==> config.mk <==
export PLATFORM = sky130hd
export DESIGN_NAME = ifetch_flat
export DESIGN_NICKNAME = d
export VERILOG_FILES = /design/src/rtl/ifetch_pkg.sv /design/src/rtl/ifetch_if.sv /design/src/rtl/ifetch_nmi_edge.sv /design/src/rtl/ifetch.sv /design/src/flat_wrapper.sv
export SDC_FILE = /design/constraint.sdc
export NUM_CORES = 1
export LEC_CHECK = 0
export ABC_AREA = 0
export CORE_ASPECT_RATIO = 0.75
export CORE_MARGIN = 5
export CORE_UTILIZATION = 35
export CTS_BUF_LIST = sky130_fd_sc_hd__clkbuf_16
export CTS_CLUSTER_DIAMETER = 60
export DETAILED_ROUTE_END_ITERATION = 10
export PLACE_DENSITY = 0.81
export SLEW_MARGIN = 30
export SYNTH_ARGS = -nofsm -noshare
export SYNTH_HDL_FRONTEND = slang
export SYNTH_SLANG_ARGS = --single-unit
==> constraint.sdc <==
create_clock -name i_clk -period 1.8 [get_ports i_clk]
set_clock_uncertainty 0.05 [all_clocks]
set_input_delay 0.36 -clock i_clk [delete_from_list [all_inputs] [get_ports i_clk]]
set_output_delay 0.36 -clock i_clk [all_outputs]
set_load 0.005 [all_outputs]
==> src/rtl/ifetch_pkg.sv <==
// -----------------------------------------------------------------------------
// ifetch_pkg -- shared CPU definitions used by the instruction-fetch unit.
//   state_e   : ifetch sequencer states
//   int_src_e : interrupt-source code reported alongside an injected BRK
//   VEC_*     : hardware vector addresses (reset, NMI, IRQ)
//   OP_BRK    : opcode injected in place of a fetched opcode on interrupt
// -----------------------------------------------------------------------------
package ifetch_pkg;

   typedef enum logic [2:0] {
      RST_LO  = 3'd0,
      RST_HI  = 3'd1,
      RST_VEC = 3'd2,
      FETCH   = 3'd3,
      LATCH   = 3'd4,
      EXEC    = 3'd5
   } state_e;

   typedef enum logic [1:0] {
      INT_NONE = 2'b00,
      INT_IRQ  = 2'b01,
      INT_NMI  = 2'b10
   } int_src_e;

   localparam logic [15:0] VEC_NMI = 16'hFFFA;
   localparam logic [15:0] VEC_RST = 16'hFFFC;
   localparam logic [15:0] VEC_IRQ = 16'hFFFE;
   localparam logic [7:0]  OP_BRK  = 8'h00;

endpackage

==> src/rtl/ifetch_if.sv <==
// -----------------------------------------------------------------------------
// ifetch_if -- memory bus between the fetch unit and memory.
//   addr   : 16-bit read address (fetch unit drives)
//   rd_en  : read strobe for addr (fetch unit drives)
//   sync   : marks an opcode-fetch address cycle (fetch unit drives)
//   data_i : read data, valid the cycle after addr/rd_en (memory drives)
//   rdy    : bus ready; low stalls the fetch unit (memory drives)
// -----------------------------------------------------------------------------
interface ifetch_if;
   logic [15:0] addr;
   logic        rd_en;
   logic        sync;
   logic [7:0]  data_i;
   logic        rdy;

   modport master (output addr, rd_en, sync, input data_i, rdy);
   modport slave  (input addr, rd_en, sync, output data_i, rdy);
endinterface

==> src/rtl/ifetch_nmi_edge.sv <==
// -----------------------------------------------------------------------------
// nmi_edge -- registered falling-edge detector for nmi_n with a pending latch.
//   i_clk, i_rst : clock, synchronous active-high reset
//   nmi_n_i      : raw NMI line (active low)
//   clr_i        : clears the pending flag (NMI has been injected)
//   pend_o       : NMI pending
// Only instantiated when IFETCH_IRQ_EN is defined.
// -----------------------------------------------------------------------------
module nmi_edge (
   input  logic i_clk,
   input  logic i_rst,
   input  logic nmi_n_i,
   input  logic clr_i,
   output logic pend_o
);
   logic nmi_n_q;
   logic pend_q;

   always_ff @(posedge i_clk) begin
      if (i_rst) begin
         nmi_n_q <= 1'b1;
         pend_q  <= 1'b0;
      end else begin
         nmi_n_q <= nmi_n_i;
         // A fresh edge wins over a same-cycle clear so it is never lost.
         if (nmi_n_q && !nmi_n_i) begin
            pend_q <= 1'b1;
         end else if (clr_i) begin
            pend_q <= 1'b0;
         end
      end
   end

   assign pend_o = pend_q;
endmodule

==> src/rtl/ifetch.sv <==
// -----------------------------------------------------------------------------
// ifetch -- instruction-fetch unit: loads pc from the reset vector, then
// repeatedly fetches an opcode (FETCH), latches it (LATCH) and waits in EXEC
// while the executor consumes operands and redirects pc.
//   i_clk, i_rst   : clock, synchronous active-high reset
//   bus            : ifetch_if master (addr, rd_en, sync out; data_i, rdy in)
//   opcode         : instruction register
//   ir_valid       : one-cycle pulse while the opcode is being latched
//   pc             : program counter
//   pc_inc         : executor consumed an operand byte (pc += 1), EXEC only
//   pc_load, pc_in : executor loads pc (wins over pc_inc), EXEC only
//   insn_done      : executor finished, next cycle is FETCH
//   irq_n, nmi_n, i_flag : interrupt lines and P[I]
//   int_src        : 00 none, 01 IRQ, 10 NMI; qualifies an injected BRK
// Build option: define IFETCH_IRQ_EN to enable BRK injection on NMI/IRQ;
// otherwise the interrupt inputs are ignored and int_src stays 00.
// -----------------------------------------------------------------------------
module ifetch
   import ifetch_pkg::*;
(
   input  logic             i_clk,
   input  logic             i_rst,
   ifetch_if.master         bus,
   output logic [7:0]       opcode,
   output logic             ir_valid,
   output logic [15:0]      pc,
   input  logic             pc_inc,
   input  logic             pc_load,
   input  logic [15:0]      pc_in,
   input  logic             insn_done,
   input  logic             irq_n,
   input  logic             nmi_n,
   input  logic             i_flag,
   output logic [1:0]       int_src
);
   localparam logic [15:0] VEC_RST_HI = VEC_RST + 16'd1;

   state_e      state_q, state_d;
   logic [15:0] pc_q, pc_d;
   logic [7:0]  opcode_q, opcode_d;
   int_src_e    int_src_q, int_src_d;
   logic [15:0] bus_addr;
   logic        bus_rd_en;
   logic        bus_sync;
   logic        inj_nmi;
   logic        inj_irq;

`ifdef IFETCH_IRQ_EN
   logic nmi_pend;
   logic nmi_clr;

   // Pending NMI is consumed only when the LATCH cycle actually completes.
   assign nmi_clr = (state_q == LATCH) && bus.rdy && nmi_pend;

   nmi_edge u_nmi_edge (
      .i_clk   (i_clk),
      .i_rst   (i_rst),
      .nmi_n_i (nmi_n),
      .clr_i   (nmi_clr),
      .pend_o  (nmi_pend)
   );

   assign inj_nmi = nmi_pend;
   assign inj_irq = !irq_n && !i_flag;
`else
   logic unused_int;
   assign unused_int = ^{irq_n, nmi_n, i_flag};
   assign inj_nmi    = 1'b0;
   assign inj_irq    = 1'b0;
`endif

   always_comb begin
      // NOTE: every output of this block gets a default first, so no path
      // through the case can leave one unassigned and infer a latch.
      state_d   = state_q;
      pc_d      = pc_q;
      opcode_d  = opcode_q;
      int_src_d = int_src_q;
      bus_addr  = pc_q;
      bus_rd_en = 1'b0;
      bus_sync  = 1'b0;

      case (state_q)
         RST_LO: begin
            bus_addr  = VEC_RST;
            bus_rd_en = 1'b1;
            state_d   = RST_HI;
         end
         RST_HI: begin
            bus_addr   = VEC_RST_HI;
            bus_rd_en  = 1'b1;
            pc_d[7:0]  = bus.data_i;
            state_d    = RST_VEC;
         end
         RST_VEC: begin
            pc_d[15:8] = bus.data_i;
            state_d    = FETCH;
         end
         FETCH: begin
            bus_rd_en = 1'b1;
            bus_sync  = 1'b1;
            state_d   = LATCH;
         end
         LATCH: begin
            // Injected BRK leaves pc on the interrupted opcode.
            if (inj_nmi) begin
               opcode_d  = OP_BRK;
               int_src_d = INT_NMI;
            end else if (inj_irq) begin
               opcode_d  = OP_BRK;
               int_src_d = INT_IRQ;
            end else begin
               opcode_d  = bus.data_i;
               pc_d      = pc_q + 16'd1;
               int_src_d = INT_NONE;
            end
            state_d = EXEC;
         end
         EXEC: begin
            if (pc_load) begin
               pc_d = pc_in;
            end else if (pc_inc) begin
               pc_d = pc_q + 16'd1;
            end
            if (insn_done) begin
               state_d = FETCH;
            end
         end
         default: state_d = RST_LO;
      endcase
   end

   // NOTE: sequential state uses non-blocking assignments so every register
   // samples the pre-edge values, independent of statement order.
   always_ff @(posedge i_clk) begin
      if (i_rst) begin
         state_q   <= RST_LO;
         pc_q      <= 16'h0000;
         opcode_q  <= 8'h00;
         int_src_q <= INT_NONE;
      end else if (bus.rdy) begin
         state_q   <= state_d;
         pc_q      <= pc_d;
         opcode_q  <= opcode_d;
         int_src_q <= int_src_d;
      end
   end

   // Bus outputs decode from held state, so they hold while rdy is low.
   assign bus.addr  = bus_addr;
   assign bus.rd_en = bus_rd_en;
   assign bus.sync  = bus_sync;
   assign ir_valid  = (state_q == LATCH) && bus.rdy;
   assign opcode    = opcode_q;
   assign pc        = pc_q;
   assign int_src   = int_src_q;
endmodule

==> src/flat_wrapper.sv <==
// flat-port wrapper written by rule: the top's interface ports become plain ports
module ifetch_flat import ifetch_pkg::*;
  (i_clk, i_rst, opcode, ir_valid, pc, pc_inc, pc_load, pc_in, insn_done, irq_n, nmi_n, i_flag, int_src, bus_addr, bus_rd_en, bus_sync, bus_data_i, bus_rdy);
  ifetch_if bus_i ();
  input  logic i_clk;
  input  logic i_rst;
  output logic [7:0] opcode;
  output logic ir_valid;
  output logic [15:0] pc;
  input  logic pc_inc;
  input  logic pc_load;
  input  logic [15:0] pc_in;
  input  logic insn_done;
  input  logic irq_n;
  input  logic nmi_n;
  input  logic i_flag;
  output logic [1:0] int_src;
  output wire logic [$bits(bus_i.addr)-1:0] bus_addr;
  output wire logic [$bits(bus_i.rd_en)-1:0] bus_rd_en;
  output wire logic [$bits(bus_i.sync)-1:0] bus_sync;
  input wire logic [$bits(bus_i.data_i)-1:0] bus_data_i;
  input wire logic [$bits(bus_i.rdy)-1:0] bus_rdy;
  assign bus_addr = bus_i.addr;
  assign bus_rd_en = bus_i.rd_en;
  assign bus_sync = bus_i.sync;
  assign bus_i.data_i = bus_data_i;
  assign bus_i.rdy = bus_rdy;
  ifetch u_core (.i_clk(i_clk), .i_rst(i_rst), .bus(bus_i), .opcode(opcode), .ir_valid(ir_valid), .pc(pc), .pc_inc(pc_inc), .pc_load(pc_load), .pc_in(pc_in), .insn_done(insn_done), .irq_n(irq_n), .nmi_n(nmi_n), .i_flag(i_flag), .int_src(int_src));
endmodule
==> impl_results.md <==
* Area leader, netlist: dfxtp_1
* Post-synth EDFFs at 0
* Sink Count at 27
* Vias in the first global route at 2188
* Leak at 0.00110 µW
* Layout area overhead at 64.7%
* DR WL/cell at 17.4 µm
* Diode count at 0
* Commonest non-fill, non-tap cell in the layout: clkdlybuf4s50_1
* CP arrival at 1370 ps
* Post-Synthesis Cell Area at 1780 µm²
* ANT nets after route at 0
* Final period util at 98.7%
* Power per cell area at 528 nW/µm²
* Commonest cells after routing, fill and taps aside: 52 x clkdlybuf4s50_1, 35 x nand2_1, 32 x buf_4
* Clock buffer depth at 2
* Cells after Synth at 240
* Initial Utilization at 36.3%
* FFs w/ async S/R, synth at 0%
* Tightest Hold Check Type: reg -> reg
* CP max FO at 8
* Remaining DRCs at 0
* CTS tree: built
* Post-Syn Area per Cell at 7.42 µm²
* Setup crit end kind: primary output
* GPL Wtd Cong at 0.949
* Fin nets at 373
* Library cells used by synthesis at 52
* CTS HTree Levels at 1
* Ys Warns at 0
* Sequential share of the synthesized area at 30.4%
* Pin count of the biggest net entering global routing at 18
* Design area at 2930 µm²
* # fillers at 409
* Clock-pin transition on the worst setup and hold timing paths at 70 ps
* Seq pwr share at 41.8%
* CORE AREA at 4900 µm²
* # setup viols final at 0
* Clk pwr share at 34.1%
* Status: finished, final reports clean
* DP Wirelength at 5050 µm
* Proportion of layout cells with a drive suffix above 1 at 29.9%
* CP Launch Type: register
* Chip height at 71.8 µm
* Crit path kind: reg -> out
* # Max-Cap Violations at 0
* Util after Layout at 59.9%
* RSZ-0062 raised after global routing: yes
* DRT Wirelength at 6930 µm
* FP Rows at 22
* Worst skew pair latency at 270 ps
* DR vias at 2305
* DR iter-0 viols at 317
* F_max at 563 MHz
* Comb pwr share at 24.1%
* Remaining Overflow, GRT at 0
* Gr usage total at 19.5%
* Final Max Slew Viols at 0
* Placed Area at 2750 µm²
* Psw at 423 µW
* TritonRoute pass-1 iters at 5
* DIE AREA at 6630 µm²
* Die W at 92.4 µm
* Synth top area cells: dfxtp_1 30%, nand2_1 7.6%, a21oi_1 6.5%
* Cts hold-fix bufs at 0
* Net Sw Frac at 27.3%
* CP Data Required Time at 1390 ps
* Cell Int Power at 1130 µW
* Antenna violations before repair at 0
* First-pass GRT wire length at 10500 µm
* Final hold violation count at 0
* Vias per inst at 5.79
* CTS Buf Count at 3
* Yosys top cell area share at 30.4%
* CTS Root Cell: clkbuf_16
* Top FF cell, synth: dfxtp_1
* VDD IR-drop max at 0.351 mV
* Fin crit period at 1780 ps
* Minimum hold slack at 406 ps
* FF+latch count, synth at 27
* I/O pin total at 78
* Port buffer count at 72
==> critical path: stages, from the launching register on <==
cell and delay (ps):
dfxtp_2 380, buf_4 190, mux2_2 270, dlygate4sd2_1 260
==> flip-flops by register name (all words and copies together), names as in the netlist <==
register,flops
u_core.pc,16
u_core.state_q,3
u_core.opcode,8
==> cell type report <==
class | count | area, µm² | share of cell area, %
Tap cell | 60 | 75.1 | 2.56
Timing Repair Buffer | 108 | 950 | 32.4
Clock inverter | 1 | 5.00 | 0.171
Clock buffer | 3 | 75.1 | 2.56
Multi-Input combinational cell | 192 | 1250 | 42.5
Sequential cell | 27 | 556 | 18.9
Inverter | 7 | 26.3 | 0.896
==> per-stage QoR <==
stage                     worst slack (ps)  power (µW)  cells  setup TNS (ps)
after detailed placement              -295        1020    390           -4230
after global placement                -243        1020    390           -3640
final                                 23.9        1550    398               0
after CTS                            -52.3        1530    397            -327
after global routing                 -20.4        1620    398           -96.3
after floorplan                       92.3         794    241               0
==> power by group through the flow <==
stage | logic [µW] | registers (µW) | clock network [µW]
after floorplan | 141 | 653 | 0
after global routing | 401 | 651 | 567
after CTS | 363 | 643 | 527
after global placement | 359 | 656 | 0
after detailed placement | 366 | 657 | 0
final | 374 | 647 | 528
==> cells in the mapped netlist (all sizes together), types with 6 or more instances <==
cell / count
nand2: 40
dfxtp: 27
o21ai: 25
a21oi: 23
nor2: 17
buf: 11
or2: 11
nand3: 8
a22oi: 6
inv: 6
nor3: 6
==> metal layers <==
layer | track usage (%) | up-vias | part of all wire [%]
li1 | - | 1065 | -
met1 | 23.9 | 1054 | 41
met2 | 30.2 | 168 | 44
met3 | 9.23 | 18 | 14
met4 | 6.26 | 0 | 1.8
met5 | 0 | - | 0
==> final timing paths <==
check | startpoint | end | slack, ps | depth (start not counted)
max | u_core.state_q[0]$_SDFFE_PP0P_ | bus_addr[0] | 20 | 3
min | u_core.opcode[0]$_SDFFE_PP0P_ | u_core.opcode[0]$_SDFFE_PP0P_ | 410 | 2
max reg2reg | u_core.state_q[1]$_SDFFE_PP0P_ | u_core.pc[10]$_SDFFE_PP0P_ | 30 | 7
min reg2reg | u_core.opcode[0]$_SDFFE_PP0P_ | u_core.opcode[0]$_SDFFE_PP0P_ | 410 | 2
==> kinds of logic (layout without fill, tap and decap cells) <==
kind of cell / count (synthesis) / after routing / synth area share (%)
AO/OA/AOI/OAI: 78 / 78 / 28.8
adder cells (fa/ha/maj): 1 / 1 / 0.703
buffers and inverters: 23 / 119 / 6.32
flip-flops: 27 / 27 / 30.4
AND/OR/NAND/NOR: 102 / 103 / 29.2
other: 1 / 2 / 0.211
XOR/XNOR: 3 / 3 / 1.48
multiplexers: 5 / 5 / 2.88
==> what timing repair did <==
item,in CTS,in global routing
gates cloned,0,1
gates resized for setup,49,33
setup buffers,3,0
setup endpoints to repair,20,27
pin swaps,2,9
(Power assumes the default switching activity.)
